--- src/rtl/mc_pkg.sv ---
// Shared definitions for the multi-cycle controller: state codes, opcode/funct
// constants, ALU codes and datapath select encodings. Honours MC_CONTROL_BNE_EN.
package mc_pkg;

  typedef enum logic [3:0] {
    ST_FETCH  = 4'd0,
    ST_DECODE = 4'd1,
    ST_MEMADR = 4'd2,
    ST_MEMRD  = 4'd3,
    ST_MEMWB  = 4'd4,
    ST_MEMWR  = 4'd5,
    ST_EXEC   = 4'd6,
    ST_ALUWB  = 4'd7,
    ST_BRANCH = 4'd8,
    ST_ADDIEX = 4'd9,
    ST_ADDIWB = 4'd10,
    ST_JUMP   = 4'd11
`ifdef MC_CONTROL_BNE_EN
    , ST_BNE  = 4'd12
`endif
  } state_t;

  localparam logic [5:0] OP_RTYPE = 6'b000000;
  localparam logic [5:0] OP_LW    = 6'b100011;
  localparam logic [5:0] OP_SW    = 6'b101011;
  localparam logic [5:0] OP_BEQ   = 6'b000100;
  localparam logic [5:0] OP_BNE   = 6'b000101;
  localparam logic [5:0] OP_ADDI  = 6'b001000;
  localparam logic [5:0] OP_J     = 6'b000010;

  localparam logic [5:0] FN_ADD = 6'b100000;
  localparam logic [5:0] FN_SUB = 6'b100010;
  localparam logic [5:0] FN_AND = 6'b100100;
  localparam logic [5:0] FN_OR  = 6'b100101;
  localparam logic [5:0] FN_SLT = 6'b101010;

  localparam logic [2:0] ALU_AND  = 3'b000;
  localparam logic [2:0] ALU_OR   = 3'b001;
  localparam logic [2:0] ALU_ADD  = 3'b010;
  localparam logic [2:0] ALU_UNDF = 3'b011;
  localparam logic [2:0] ALU_SUB  = 3'b110;
  localparam logic [2:0] ALU_SLT  = 3'b111;

  // aluop 11 marks states that do not use the ALU, so aluc idles at 000
  localparam logic [1:0] ALUOP_ADD   = 2'b00;
  localparam logic [1:0] ALUOP_SUB   = 2'b01;
  localparam logic [1:0] ALUOP_FUNCT = 2'b10;
  localparam logic [1:0] ALUOP_IDLE  = 2'b11;

  localparam logic [1:0] SRCB_B     = 2'b00;
  localparam logic [1:0] SRCB_FOUR  = 2'b01;
  localparam logic [1:0] SRCB_IMM   = 2'b10;
  localparam logic [1:0] SRCB_IMMSH = 2'b11;

  localparam logic [1:0] PC_ALU    = 2'b00;
  localparam logic [1:0] PC_ALUOUT = 2'b01;
  localparam logic [1:0] PC_JUMP   = 2'b10;

endpackage

--- src/rtl/alu_dec.sv ---
// ALU decoder: maps the controller's aluop and the instruction funct field
// onto the 3-bit aluc code.
module alu_dec
  import mc_pkg::*;
#(
  parameter int FNW = 6
) (
  input  logic [1:0]     aluop,
  input  logic [FNW-1:0] funct,
  output logic [2:0]     aluc
);

  always_comb begin
    aluc = ALU_AND;
    case (aluop)
      ALUOP_ADD: aluc = ALU_ADD;
      ALUOP_SUB: aluc = ALU_SUB;
      ALUOP_FUNCT: begin
        // unknown funct codes still produce a result that gets written back
        case (funct)
          FNW'(FN_ADD): aluc = ALU_ADD;
          FNW'(FN_SUB): aluc = ALU_SUB;
          FNW'(FN_AND): aluc = ALU_AND;
          FNW'(FN_OR):  aluc = ALU_OR;
          FNW'(FN_SLT): aluc = ALU_SLT;
          default:      aluc = ALU_UNDF;
        endcase
      end
      default: aluc = ALU_AND;
    endcase
  end

endmodule

--- src/rtl/mc_control.sv ---
// Multi-cycle processor main controller (Moore FSM, pcen also qualified by zero).
// Define MC_CONTROL_BNE_EN to add the BNE branch state.
module mc_control
  import mc_pkg::*;
#(
  parameter int OPW = 6,
  parameter int FNW = 6
) (
  input  logic           clk,
  input  logic           rst,
  input  logic [OPW-1:0] opcode,
  input  logic [FNW-1:0] funct,
  input  logic           zero,
  output logic           iord,
  output logic           memwrite,
  output logic           irwrite,
  output logic           regdst,
  output logic           memtoreg,
  output logic           regwrite,
  output logic           alusrca,
  output logic [1:0]     alusrcb,
  output logic [1:0]     pcsrc,
  output logic           pcen,
  output logic [2:0]     aluc,
  output logic [3:0]     state
);

  state_t     state_q, state_d;
  logic       iord_c, memwrite_c, irwrite_c, regdst_c, memtoreg_c, regwrite_c;
  logic       alusrca_c, pcen_c;
  logic [1:0] alusrcb_c, pcsrc_c, aluop;
  logic [2:0] aluc_c;

  always_ff @(posedge clk) begin
    if (rst) state_q <= ST_FETCH;
    else     state_q <= state_d;
  end

  always_comb begin
    state_d    = ST_FETCH;
    iord_c     = 1'b0;
    memwrite_c = 1'b0;
    irwrite_c  = 1'b0;
    regdst_c   = 1'b0;
    memtoreg_c = 1'b0;
    regwrite_c = 1'b0;
    alusrca_c  = 1'b0;
    alusrcb_c  = SRCB_B;
    pcsrc_c    = PC_ALU;
    pcen_c     = 1'b0;
    aluop      = ALUOP_IDLE;
    case (state_q)
      ST_FETCH: begin
        irwrite_c = 1'b1;
        alusrcb_c = SRCB_FOUR;
        aluop     = ALUOP_ADD;
        pcen_c    = 1'b1;
        state_d   = ST_DECODE;
      end
      ST_DECODE: begin
        alusrcb_c = SRCB_IMMSH;
        aluop     = ALUOP_ADD;
        case (opcode)
          OPW'(OP_LW), OPW'(OP_SW): state_d = ST_MEMADR;
          OPW'(OP_RTYPE):           state_d = ST_EXEC;
          OPW'(OP_BEQ):             state_d = ST_BRANCH;
          OPW'(OP_ADDI):            state_d = ST_ADDIEX;
          OPW'(OP_J):               state_d = ST_JUMP;
`ifdef MC_CONTROL_BNE_EN
          OPW'(OP_BNE):             state_d = ST_BNE;
`endif
          default:                  state_d = ST_FETCH;
        endcase
      end
      ST_MEMADR: begin
        alusrca_c = 1'b1;
        alusrcb_c = SRCB_IMM;
        aluop     = ALUOP_ADD;
        state_d   = (opcode == OPW'(OP_SW)) ? ST_MEMWR : ST_MEMRD;
      end
      ST_MEMRD: begin
        iord_c  = 1'b1;
        state_d = ST_MEMWB;
      end
      ST_MEMWB: begin
        memtoreg_c = 1'b1;
        regwrite_c = 1'b1;
      end
      ST_MEMWR: begin
        iord_c     = 1'b1;
        memwrite_c = 1'b1;
      end
      ST_EXEC: begin
        alusrca_c = 1'b1;
        aluop     = ALUOP_FUNCT;
        state_d   = ST_ALUWB;
      end
      ST_ALUWB: begin
        regdst_c   = 1'b1;
        regwrite_c = 1'b1;
      end
      ST_BRANCH: begin
        alusrca_c = 1'b1;
        aluop     = ALUOP_SUB;
        pcsrc_c   = PC_ALUOUT;
        pcen_c    = zero;
      end
`ifdef MC_CONTROL_BNE_EN
      ST_BNE: begin
        alusrca_c = 1'b1;
        aluop     = ALUOP_SUB;
        pcsrc_c   = PC_ALUOUT;
        pcen_c    = ~zero;
      end
`endif
      ST_ADDIEX: begin
        alusrca_c = 1'b1;
        alusrcb_c = SRCB_IMM;
        aluop     = ALUOP_ADD;
        state_d   = ST_ADDIWB;
      end
      ST_ADDIWB: regwrite_c = 1'b1;
      ST_JUMP: begin
        pcsrc_c = PC_JUMP;
        pcen_c  = 1'b1;
      end
      default: state_d = ST_FETCH;
    endcase
  end

  alu_dec #(.FNW(FNW)) u_alu_dec (
    .aluop (aluop),
    .funct (funct),
    .aluc  (aluc_c)
  );

  // reset holds every output low so an abandoned instruction cannot write
  assign iord     = rst ? 1'b0 : iord_c;
  assign memwrite = rst ? 1'b0 : memwrite_c;
  assign irwrite  = rst ? 1'b0 : irwrite_c;
  assign regdst   = rst ? 1'b0 : regdst_c;
  assign memtoreg = rst ? 1'b0 : memtoreg_c;
  assign regwrite = rst ? 1'b0 : regwrite_c;
  assign alusrca  = rst ? 1'b0 : alusrca_c;
  assign alusrcb  = rst ? 2'b00 : alusrcb_c;
  assign pcsrc    = rst ? 2'b00 : pcsrc_c;
  assign pcen     = rst ? 1'b0 : pcen_c;
  assign aluc     = rst ? 3'b000 : aluc_c;
  assign state    = rst ? 4'd0 : state_q;

endmodule
--- config.mk ---
export PLATFORM = sky130hd
export DESIGN_NAME = mc_control
export DESIGN_NICKNAME = d
export VERILOG_FILES = /design/src/rtl/mc_pkg.sv /design/src/rtl/alu_dec.sv /design/src/rtl/mc_control.sv
export SDC_FILE = /design/constraint.sdc
export NUM_CORES = 1
export LEC_CHECK = 0
export BUFFER_PORTS_ARGS = -buffer_cell sky130_fd_sc_hd__buf_2
export CORE_MARGIN = 2
export CORE_UTILIZATION = 38
export CTS_BUF_LIST = sky130_fd_sc_hd__clkbuf_4
export DETAILED_ROUTE_END_ITERATION = 6
export PLACE_DENSITY = 0.82
export SETUP_SLACK_MARGIN = 0.02
export SYNTH_ARGS = -nofsm -noshare
export SYNTH_HDL_FRONTEND = slang
export SYNTH_SLANG_ARGS = --single-unit
--- constraint.sdc ---
create_clock -name clk -period 1.3 [get_ports clk]
set_input_delay 0.195 -clock clk [delete_from_list [all_inputs] [get_ports clk]]
set_output_delay 0.195 -clock clk [all_outputs]
set_load 0.01 [all_outputs]
==> results.txt <==
Status -> finished, violations left
Failing checks -> setup timing
CP max-delay cell -> dfxtp_4
Post-Place Worst Slack -> -0.1381 ns
Via/cell ratio -> 5.390
CP most frequent cell -> buf_6
Overall Global Routing Usage -> 27.11%
CTS Sinks -> 4
Commonest non-fill, non-tap cells in the layout -> buf_2, buf_4, nor2_1
Leading area contributor after synthesis -> dfxtp_1
Final Hold Fails -> 0
Syn Inst Count -> 84
Required @ worst endpoint -> 1.11 ns
Avg Cell Area, Syn -> 6.226 µm²
CTS max path bufs -> 2
Critical path's largest stage delay -> 0.36 ns
Worst Setup End Kind -> primary output
Commonest non-fill, non-tap cell in the layout -> buf_2
Root Buffer -> clkbuf_4
Antenna Cells -> 0
Family with the most delay on the worst path -> buffers and inverters
Area Growth Syn to Fin -> 103.1%
Power Dens Cells -> 460.8 nW/µm²
Worst IR Drop VDD -> 0.0005830 V
Max-cap violations -> 0
CTS buffer count -> 3
Nets -> 161
Top flop regs -> state_q x4
# DRC -> 0
Vias post-DR -> 857
Placed instance count -> 152
Syn nets -> 99
Synth Register Bits -> 4
Top cells by area, synth -> dfxtp_1, nor2_1, nor3_1
Global-route wire length before repair -> 2987 µm
Die height -> 41.10 µm
Largest Register -> state_q
Cell Area, Synth -> 523.0 µm²
Unrepaired setup endpoints after global routing -> yes
Startpoint types -> flip-flop
Class of the most critical setup path -> reg2out
Gpl congestion -> 0.9276
Routed Wire Length -> 2104 µm
Io pins -> 34
Die Wd -> 41.10 µm
Final setup viols -> 18
Fin. max-slew vios -> 0
Worst slew pin tran -> 0.3832 ns
Worst Path Buf+Inv -> 3
WL/cell -> 13.23 µm
WP data arrival -> 1.37 ns
Final worst-path cycle share -> 120.2%
CTS Hold Bufs -> 0
Yosys cell types -> 29
Layout cell share with drive strength beyond 1 -> 61.11%
LEAKAGE -> 0.5070 nW
Cell row count -> 13
Worst Hold Class -> in2reg
CTS tree -> built
Core footprint -> 1301 µm²
Die area -> 1689 µm²
Detail Route Antenna Nets -> 0
Placed Area -> 890.9 µm²
Largest register FFs -> 4
Reg clk slew, reported paths -> 0.04 ns
Number of buffers added on ports -> 33
Initial Util -> 40.19%
Top achievable clock speed -> 639.9 MHz
Initial antenna violation count -> 0
Total grt overflow -> 0
Crit path cell chain -> buf_6 -> buf_6 -> a211oi_2 -> a31oi_1 -> nor3_1 -> buf_2
Max FO, Critical Path -> 5
Worst setup margin -> -0.2627 ns
Number of DRC markers in iteration 0 -> 26
Yosys warnings -> 0
Power Total -> 0.4895 mW
Seq/Total Area, Yosys -> 15.31%
Post-DP HPWL -> 1542 µm
Vias in the first global route -> 723
Synth top area share -> 15.31%
DRT Pass-1 Iters -> 4
Worst-case headroom to the max-slew limit -> 74.22%
Final non-filler cell area -> 1062 µm²
Largest net degree at the start of global routing -> 10
Clock Latency Late Sink -> 0.25 ns
Fin cells -> 159
H-tree level count -> 1
Final setup skew -> 0.01371 ns
Final min period -> 1.563 ns
-- final timing paths --
check                                 from          to  slack, ns  cells after the start
worst max-delay path            state_q[1]        pcen      -0.26                      6
worst min-delay path             opcode[2]  state_q[1]       0.35                      4
worst max register to register  state_q[1]  state_q[1]      -0.02                      3
worst min register to register  state_q[1]  state_q[2]       0.57                      2
-- kinds of logic after synthesis --
kind of cell / after synthesis / share of synthesized area (%)
simple gates: 47 / 45.46
compound gates: 22 / 28.95
buf+inv: 9 / 6.937
flops: 4 / 15.31
xor+xnor: 2 / 3.350
-- worst register-to-register path, delay by kind of cell (launching register included) --
kind | cells | cell delay, ns
flip-flops | 1 | 0.36
AO/OA/AOI/OAI | 1 | 0.17
AND/OR/NAND/NOR | 2 | 0.72
-- through the flow --
step / hold WS, ns / utilization [%] / setup TNS (ns)
2_1_floorplan: 0.4275 / - / -0.01586
3_3_place_gp: 0.5248 / 68.46 / -0.2170
3_5_place_dp: 0.5444 / 68.46 / -0.5348
4_1_cts: 0.3543 / 74.33 / -3.169
5_1_grt: 0.3781 / 81.63 / -3.950
6_report: 0.3519 / 81.63 / -2.709
-- power breakdown --
part	internal (mW)	switching, mW
registers	0.124	0.00850
clock network	0.104	0.0576
logic	0.103	0.0929
-- per-layer routing --
metal	part of all wire (%)	wire length (µm)	up-vias	global-route usage (%)
met5	0	0	-	0
met4	0.48	10	0	9.677
met3	5.3	111	2	6.522
met2	54	1146	39	48.44
met1	40	835	393	30.77
li1	-	-	423	-
-- what timing repair did --
item / 4_1_cts / 5_1_grt
endpoints found under the hold margin: 0 / 0
pin swaps: 4 / 11
buffers inserted: 1 / 3
gates resized for setup: 14 / 19
endpoints found under the setup margin: 21 / 21
-- cells in the mapped netlist, drive strengths merged --
master,count
o21ai,2
or3,1
nand2b,5
or4,1
nor2b,3
nor3b,1
dfxtp,4
nor3,7
nand2,3
a2111oi,2
or3b,1
nand3,2
xnor2,1
nor4,5
or2,1
o211ai,1
o21bai,1
a21boi,1
clkbuf,4
o21ba,1
a211oi,3
a21oi,6
nor2,17
a21o,1
inv,3
a31oi,4
xor2,1
buf,2
-- final cells by class --
cell class	count	area [µm²]
Tap cell	15	18.77
Clock buffer	3	22.52
Inverter	3	11.26
Multi-Input combinational cell	71	493.0
Sequential cell	4	92.59
Timing Repair Buffer	63	424.2
Fill cell	83	239.0
(Power assumes the default switching activity.)
